`config.mk`:
```
export PLATFORM = sky130hd
export DESIGN_NAME = mc_datapath
export DESIGN_NICKNAME = d
export VERILOG_FILES = /design/src/rtl/datapath_pkg.sv /design/src/rtl/mc_datapath_regfile.sv /design/src/rtl/mc_datapath.sv
export SDC_FILE = /design/constraint.sdc
export NUM_CORES = 1
export LEC_CHECK = 0
export CORE_ASPECT_RATIO = 1.75
export CORE_MARGIN = 1.5
export CORE_UTILIZATION = 40
export CTS_BUF_LIST = sky130_fd_sc_hd__clkbuf_8
export DETAILED_ROUTE_END_ITERATION = 10
export PLACE_DENSITY = 0.59
export SETUP_SLACK_MARGIN = 0.3
export SYNTH_ARGS = -nofsm -noshare
export SYNTH_HDL_FRONTEND = slang
export SYNTH_SLANG_ARGS = --single-unit
```
`constraint.sdc`:
```
create_clock -name clk -period 10.1 [get_ports clk]
set_input_delay 2.02 -clock clk [delete_from_list [all_inputs] [get_ports clk]]
set_output_delay 2.02 -clock clk [all_outputs]
set_load 0.005 [all_outputs]
```
`src/rtl/datapath_pkg.sv`:
```
// Shared opcodes, FSM states, condition codes and instruction field
// positions for the multi-cycle datapath.
package datapath_pkg;

  typedef enum logic [2:0] {
    FETCH,
    DECODE,
    EXEC,
    MEM,
    WB
  } state_t;

  localparam logic [4:0] OP_ADD  = 5'd1;
  localparam logic [4:0] OP_AND  = 5'd2;
  localparam logic [4:0] OP_MOV  = 5'd3;
  localparam logic [4:0] OP_LD   = 5'd4;
  localparam logic [4:0] OP_ST   = 5'd5;
  localparam logic [4:0] OP_BR   = 5'd6;
  localparam logic [4:0] OP_JMP  = 5'd7;
  localparam logic [4:0] OP_JSR  = 5'd8;
  localparam logic [4:0] OP_JSRR = 5'd9;

  localparam logic [2:0] CC_N = 3'b100;
  localparam logic [2:0] CC_Z = 3'b010;
  localparam logic [2:0] CC_P = 3'b001;

  localparam int OP_LO  = 27;
  localparam int IMM_MB = 26;
  localparam int NZP_LO = 24;
  localparam int DST_LO = 20;
  localparam int S1_LO  = 16;
  localparam int S2_LO  = 8;
  localparam int IMM_LO = 0;

  function automatic logic [2:0] cc_of(logic neg, logic zero);
    return zero ? CC_Z : (neg ? CC_N : CC_P);
  endfunction

endpackage

```
`src/rtl/mc_datapath_regfile.sv`:
```
// Register file: two combinational read ports, one synchronous write
// port, asynchronous clear.
module dp_regfile #(
  parameter int W  = 16,
  parameter int N  = 8,
  parameter int AW = $clog2(N)
) (
  input  logic          clk,
  input  logic          rst,
  input  logic [AW-1:0] ra1,
  input  logic [AW-1:0] ra2,
  output logic [W-1:0]  rd1,
  output logic [W-1:0]  rd2,
  input  logic          we,
  input  logic [AW-1:0] wa,
  input  logic [W-1:0]  wd
);

  logic [W-1:0] mem [N];

  always_ff @(posedge clk or posedge rst) begin
    if (rst) begin
      for (int i = 0; i < N; i++) mem[i] <= '0;
    end else if (we) begin
      mem[wa] <= wd;
    end
  end

  assign rd1 = mem[ra1];
  assign rd2 = mem[ra2];

endmodule

```
`src/rtl/mc_datapath.sv`:
```
// Multi-cycle FETCH/DECODE/EXEC/MEM/WB datapath with handshaked memories.
// Define DATAPATH_IMM_EN to let IR[26] select an immediate op2 for ALU ops.
module mc_datapath
  import datapath_pkg::*;
#(
  parameter int REG_WIDTH  = 16,
  parameter int REG_NUM    = 8,
  parameter int PC_WIDTH   = 16,
  parameter int INST_WIDTH = 32
) (
  input  logic                  clk,
  input  logic                  rst,
  input  logic                  lock,
  output logic                  imem_req,
  output logic [PC_WIDTH-1:0]   imem_addr,
  input  logic                  imem_ack,
  input  logic [INST_WIDTH-1:0] imem_rdata,
  output logic                  dmem_req,
  output logic                  dmem_we,
  output logic [REG_WIDTH-1:0]  dmem_addr,
  output logic [REG_WIDTH-1:0]  dmem_wdata,
  input  logic                  dmem_ack,
  input  logic [REG_WIDTH-1:0]  dmem_rdata,
  output logic [PC_WIDTH-1:0]   pc_o,
  output logic                  retire_o,
  output logic                  illegal_o
);

  localparam int AW = $clog2(REG_NUM);
  localparam logic [AW-1:0] LINK = AW'(REG_NUM - 1);

  state_t state_q, state_d;
  logic [INST_WIDTH-1:0] ir_q;
  logic [PC_WIDTH-1:0]   pc_q;
  logic [2:0]            cc_q;
  logic [REG_WIDTH-1:0]  a_q, b_q, res_q;
  logic [REG_WIDTH-1:0]  addr_q, wdata_q;
  logic                  we_q, ill_q;

  logic [4:0]           op;
  logic [AW-1:0]        dst, s1, s2, ra2;
  logic [REG_WIDTH-1:0] imm, op2, alu, rd1, rd2;
  logic [PC_WIDTH-1:0]  pc4, boff, tgt;
  logic is_add, is_and, is_mov, is_ld, is_st;
  logic is_br, is_jmp, is_jsr, is_jsrr;
  logic is_alu, is_mem, is_ill, br_take;
  logic rf_we;
  logic [AW-1:0]        rf_wa;
  logic [REG_WIDTH-1:0] rf_wd;
  logic                 unused_ir;

  assign op   = ir_q[OP_LO +: 5];
  assign dst  = ir_q[DST_LO +: AW];
  assign s1   = ir_q[S1_LO +: AW];
  assign s2   = ir_q[S2_LO +: AW];
  assign imm  = REG_WIDTH'($signed(ir_q[IMM_LO +: 16]));
  assign boff = PC_WIDTH'($signed(ir_q[IMM_LO +: 16])) << 2;
  assign pc4  = pc_q + PC_WIDTH'(4);
  assign unused_ir = ^ir_q;

  assign is_add  = op == OP_ADD;
  assign is_and  = op == OP_AND;
  assign is_mov  = op == OP_MOV;
  assign is_ld   = op == OP_LD;
  assign is_st   = op == OP_ST;
  assign is_br   = op == OP_BR;
  assign is_jmp  = op == OP_JMP;
  assign is_jsr  = op == OP_JSR;
  assign is_jsrr = op == OP_JSRR;
  assign is_alu  = is_add | is_and | is_mov;
  assign is_mem  = is_ld | is_st;
  assign is_ill  = ~(is_alu | is_mem | is_br | is_jmp | is_jsr | is_jsrr);
  assign br_take = |(ir_q[NZP_LO +: 3] & cc_q);

  // ST reads its data register through the second port
  assign ra2 = is_st ? dst : s2;

`ifdef DATAPATH_IMM_EN
  assign op2 = ir_q[IMM_MB] ? imm : b_q;
`else
  assign op2 = b_q;
`endif

  always_comb begin
    alu = '0;
    unique case (1'b1)
      is_add:  alu = a_q + op2;
      is_and:  alu = a_q & op2;
      is_mov:  alu = op2;
      default: alu = '0;
    endcase
  end

  always_comb begin
    tgt = pc4;
    unique case (1'b1)
      is_br:          tgt = br_take ? pc4 + boff : pc4;
      is_jsr:         tgt = pc4 + boff;
      is_jmp|is_jsrr: tgt = PC_WIDTH'(a_q);
      default:        tgt = pc4;
    endcase
  end

  always_comb begin
    state_d = state_q;
    case (state_q)
      FETCH:  if (imem_req && imem_ack) state_d = DECODE;
      DECODE: state_d = EXEC;
      EXEC: begin
        unique case (1'b1)
          is_mem:  state_d = MEM;
          is_alu:  state_d = WB;
          default: state_d = FETCH;
        endcase
      end
      MEM:     if (dmem_ack) state_d = we_q ? FETCH : WB;
      WB:      state_d = FETCH;
      default: state_d = FETCH;
    endcase
  end

  always_ff @(posedge clk or posedge rst) begin
    if (rst) begin
      state_q <= FETCH;
      ir_q    <= '0;
      pc_q    <= '0;
      cc_q    <= CC_Z;
      a_q     <= '0;
      b_q     <= '0;
      res_q   <= '0;
      addr_q  <= '0;
      wdata_q <= '0;
      we_q    <= 1'b0;
      ill_q   <= 1'b0;
    end else begin
      state_q <= state_d;
      case (state_q)
        FETCH: if (imem_req && imem_ack) ir_q <= imem_rdata;
        DECODE: begin
          a_q <= rd1;
          b_q <= rd2;
        end
        EXEC: begin
          res_q <= alu;
          if (is_mem) begin
            addr_q  <= a_q + imm;
            wdata_q <= b_q;
            we_q    <= is_st;
          end
          if (!is_alu && !is_mem) pc_q <= tgt;
          if (is_ill) ill_q <= 1'b1;
        end
        MEM: if (dmem_ack) begin
          if (we_q) pc_q <= pc4;
          else      res_q <= dmem_rdata;
        end
        WB: begin
          pc_q <= pc4;
          cc_q <= cc_of(res_q[REG_WIDTH-1], res_q == '0);
        end
        default: ;
      endcase
    end
  end

  // link write for JSR/JSRR happens in EXEC, ALU/LD results in WB
  assign rf_we = (state_q == WB) ||
                 (state_q == EXEC && (is_jsr || is_jsrr));
  assign rf_wa = (state_q == WB) ? dst : LINK;
  assign rf_wd = (state_q == WB) ? res_q : REG_WIDTH'(pc4);

  dp_regfile #(
    .W (REG_WIDTH),
    .N (REG_NUM),
    .AW(AW)
  ) u_rf (
    .clk(clk),
    .rst(rst),
    .ra1(s1),
    .ra2(ra2),
    .rd1(rd1),
    .rd2(rd2),
    .we (rf_we),
    .wa (rf_wa),
    .wd (rf_wd)
  );

  assign imem_req   = (state_q == FETCH) && lock && !rst;
  assign imem_addr  = pc_q;
  assign dmem_req   = state_q == MEM;
  assign dmem_we    = (state_q == MEM) && we_q;
  assign dmem_addr  = addr_q;
  assign dmem_wdata = wdata_q;
  assign pc_o       = pc_q;
  assign illegal_o  = ill_q;
  assign retire_o   = (state_q == WB) ||
                      (state_q == EXEC && !is_alu && !is_mem) ||
                      (state_q == MEM && we_q && dmem_ack);

endmodule

```
Word-level counts from Yosys, hierarchy flattened
Index checks and enable logic that the tools add are counted.

Word-level logic and storage cells: 117. ROM bits: 0. Bits in writable memories: 0. Output and inout bits: 69. Bits in latches: 0. Bits in registers: 264. Input bits: 53. Memories kept: 0.

Multipliers: 0. Divide/modulo/power cells: 0. Eq/ne operators: 18. Magnitude comparators: 4. Bitwise operators: 15. Reductions and logical operators: 28. Shift operators: 0. $add $sub $neg: 4. Muxes and demuxes: 29.

Operator list (number): 16-bit 2-to-1 mux (12); 16-bit case mux with 3 select lines (3); 128-bit bitwise mux (1); 16-bit binary-select mux with 3-bit select (2); 16-bit adder (3); 16-bit demux with 3-bit select (1); 16-bit case mux with 2 select lines (1); 3-bit 2-to-1 mux (7); 5-bit by 3-bit == test with 1-bit output (second input constant) (4); 16-bit by 3-bit adder with 16-bit output (second input constant) (1); 16-bit AND (1); 16-bit zero test (1); 4-bit greater-or-equal comparator (second input constant) (3); 3-bit NOT with 4-bit output (3); 3-bit case mux with 4 select lines (1); 5-bit by 2-bit == test with 1-bit output (second input constant) (2); 5-bit by 4-bit == test with 1-bit output (second input constant) (2); 1-bit logical AND (10); 1-bit bitwise OR (9); 2-bit AND reduction (4); 3-bit by 2-bit == test with 1-bit output (second input constant) (2); 2-bit != test (second input constant) (3); 3-bit case mux with 2 select lines (1); 5-bit by 1-bit == test with 1-bit output (second input constant) (1); 14 further kinds (20).

Logic depth before layout (Yosys ltp)
Word-level depth: 10. Depth in mapped cells: 11. Depth with buffers taken out: 11.

Modules after synthesis
Synthesis repeated with hierarchy kept, for this count alone.

Cell total of the unflattened synthesis: 1252. Area total of the unflattened synthesis: 15487.4 sq um.

By module, submodules not included: mc_datapath (seq. area each 3354.5 sq um, area an instance 8450.6 sq um, instances 1, cells an instance 856); dp_regfile (seq. area each 3203.1 sq um, area an instance 7036.7 sq um, instances 1, cells an instance 396).

Worst setup path before layout
Ideal clock, no wire load.

Path type: in2out. Start: in dmem_ack. End: out retire_o. Arrival: 2674 ps. Slack: 5406 ps. Cell stages on the path: 5. Cell sequence: nand3_1 > and3_1 > buf_2 > inv_2 > buf_2.

Word-level cells in the longest chain between the ends: 2.

RTL lines: start, declared (RTL line mc_datapath.sv:22) `input logic dmem_ack,`; 1-bit logical AND (RTL line mc_datapath.sv:198) `(state_q == MEM && we_q && dmem_ack);`; 1-bit logical OR (RTL line mc_datapath.sv:197) `(state_q == EXEC && !is_alu && !is_mem) ||`; end, declared (RTL line mc_datapath.sv:25) `output logic retire_o,`.

No other way between the ends.

Worst setup path after layout
Same ends and word-level chain as after synthesis.

==> impl_metrics.tcl <==
set metrics [dict create \
    first_iter_violations 726 \
    drc 0 \
    grt_max_degree 148 \
    hp-start "dmem_addr[10]" \
    die_y_microns 261 \
    fmax_mhz 166 \
    cellPowerDensity_nw_per_um2 269 \
    drive_above_1_share 0.103 \
    synthFlopType "dfrtp_1" \
    grt_pass1_wl_microns 75600 \
    worstSetupPathType "in -> out" \
    seq_area_frac_synth 0.433 \
    end_kind "output pin" \
    antenna_left 0 \
    grt.overflow.total 0 \
    synthCells 1606 \
    firstDrtPassIters 5 \
    vias 12798 \
    syn-num-nets 1709 \
    power_leakage_uw 0.00769 \
    numCtsBuffers 42 \
    cp_slowest_cell "clkdlybuf4s50_1" \
    synth_edf_count 0 \
    clock-root-buffer "clkbuf_8" \
    critPathBufInv 4 \
    required_ns 8.08 \
    status "finished clean" \
    yosysMostFrequentCell "dfrtp_1" \
    critPathMostFrequentCell "clkdlybuf4s50_1" \
    multi_input_area_sq_um 8000 \
    vias_per_cell 5.86 \
    cp-start-kind "input port" \
    hold_viol_final 0 \
    clock-sinks 262 \
    hold_depth 2 \
    io_buffers 119 \
    worstReg2RegEnd "imem_addr[13]" \
    r2r-start "imem_addr[2]" \
    finalClockSkew_ns 0.0222 \
    regToRegSetupSlack_ns 6.62 \
    wl_per_cell_microns 22.4 \
    synthTopCellsByCount "dfrtp_1 (261), nand2_1 (258), o21ai_0 (171), a21oi_1 (91), clkbuf_1 (81)" \
    r2r_cells 10 \
    initial_core_util 0.404 \
    cts_hold_buf 0 \
    cts_tree "built" \
    maxSlewHeadroom 0.222 \
    register_area_sq_um 6560 \
    synth.distinct_cells 75 \
    routed_wl_microns 49000 \
    slew_viol_final 0 \
    hpwl_microns 34900 \
    final_nets 1775 \
    arrival_ns 4.01 \
    synth_top_area_share 0.431 \
    boundaryPins 122 \
    core_area_sq_um 37500 \
    clk_path_buf_depth 3 \
    die-area_sq_um 39100 \
    ir_drop_uv 99.5 \
    setup_viol 0 \
    areaGrowthSynthToFinish_pct 15.7 \
    fp.dieW_microns 150 \
    hold_path_end "dmem_addr[10]" \
    finalCritPeriodShare 0.597 \
    slowest_delay_ns 0.58 \
    crit_path_max_fanout 19 \
    pre_cts_ws_ns 4.12 \
    antenna_found_initial 1 \
    async_reset_ff_frac 1.00 \
    synth-seq-cells 262 \
    synth_area_sq_um 15200 \
    rows 94 \
    fillers 3614 \
    synth_warnings 0 \
    yosys.area.top_type "dfrtp_1" \
    avgSynthCellArea_sq_um 9.44 \
    cap_violations 0 \
    cts_htree_levels 2 \
    path_depth 6 \
    clk_pin_slew_worst_paths_ns 0.06 \
    worstMarginPinSlew_ns 1.16 \
    insertion_delay_ns 0.59 \
    gp_congestion 0.931 \
    path_cells "clkdlybuf4s50_1 -> nand3_1 -> and3_1 -> buf_4 -> inv_2 -> clkdlybuf4s50_1" \
    tns_ns 0 \
    finalWorstSetupSlack_ns 4.07 \
    hp-class "reg -> reg" \
    grt_pass1_vias 13021 \
    cts-resized-gates 0 \
    cts_setup_buffers 0 \
    rsz0062_at_grt "false" \
    synth_area_leaders "dfrtp_1 (43%), nand2_1 (6.4%), o21ai_0 (5.6%), mux4_2 (4.8%), ha_1 (3.9%)" \
    grtUsageTotal 0.255 \
    post-route-min-period_ns 6.03 \
    cp_top_family "buffers and inverters" \
]
## state kept, by name, summed over array words and instances (netlist names), 16 cells and up
register	cells
u_rf.mem	128
ir_q	30
a_q	16
b_q	16
dmem_addr	16
dmem_wdata	16
imem_addr	16
res_q	16
## per-layer routing
layer / track usage / wire length [microns] / up-vias
met5: 0 / 0 / -
met4: 0.161 / 3250 / 0
met3: 0.0278 / 1960 / 152
met2: 0.474 / 26400 / 402
met1: 0.270 / 17400 / 6232
li1: - / - / 6012
## power by group
part	switching, uW	total (uW)	leakage [uW]	internal [uW]
clock network	456	966	0.000508	511
logic	1150	2060	0.00376	912
registers	351	1690	0.00342	1340
## cell families (layout without fill, tap and decap cells)
kind of cell | Yosys count | after routing | share of synthesized area
compound gates | 494 | 494 | 0.205
fa+ha+maj | 50 | 50 | 0.0428
mux | 109 | 109 | 0.101
other cells | 0 | 1 | 0
flops | 262 | 262 | 0.433
simple gates | 509 | 509 | 0.155
buf+inv | 145 | 243 | 0.0414
xor+xnor | 37 | 37 | 0.0214
## metrics by stage
step	total power (uW)	area [sq um]	utilization	hold slack (ns)	cells
floorplan	3010	15200	-	0.446	1606
global placement	3710	16700	0.444	0.461	2108
detailed placement	3750	16700	0.444	0.466	2108
CTS	4720	17500	0.467	0.483	2184
global route	5030	17500	0.467	0.503	2185
finish	4710	17500	0.467	0.477	2185
## worst max path at each step
stage,start,to,slack (ns)
floorplan,rst,a_q[0],0.87
global placement,dmem_ack,retire_o,4.12
detailed placement,dmem_ack,retire_o,4.12
CTS,dmem_ack,retire_o,4.11
global route,dmem_ack,retire_o,3.96
finish,dmem_ack,retire_o,4.07
## cells in the final DEF (no fill, tap or decap), types with 14 or more instances in the layout
cell type	count
nor2_1	68
dfrtp_1	260
clkbuf_8	54
clkdlybuf4s50_1	119
a211o_1	20
nand2_1	258
mux4_2	32
nand3_1	26
nor3_1	20
o211ai_1	76
o21ai_0	171
or3_1	70
mux2i_1	41
xnor2_1	17
a21o_1	14
buf_4	25
xor2_1	20
o21ai_1	22
mux2_2	35
ha_1	47
a21oi_1	91
inv_1	33
## worst reg2reg max path, cell delays in order, from the launching register on
cell and delay (ns):
dfrtp_1 0.56, ha_1 0.43, nand3_1 0.14, xnor2_1 0.29
ha_1 0.34, or4_1 0.54, o21ai_0 0.09, a21oi_1 0.16
a31oi_1 0.44, mux2i_1 0.26, a31oi_1 0.10
## final cells by class
| class | count | share of cell area |
|---|---|---|
| inverter | 22 | 0.00514 |
| clock buffer | 54 | 0.0424 |
| timing repair buffer | 145 | 0.0798 |
| multi-input combinational | 1199 | 0.456 |
| clock inverter | 22 | 0.00771 |
| antenna | 1 | 0.000143 |
| tap | 480 | 0.0343 |
| sequential | 262 | 0.374 |
No activity file was read; power rests on OpenSTA's default activity.
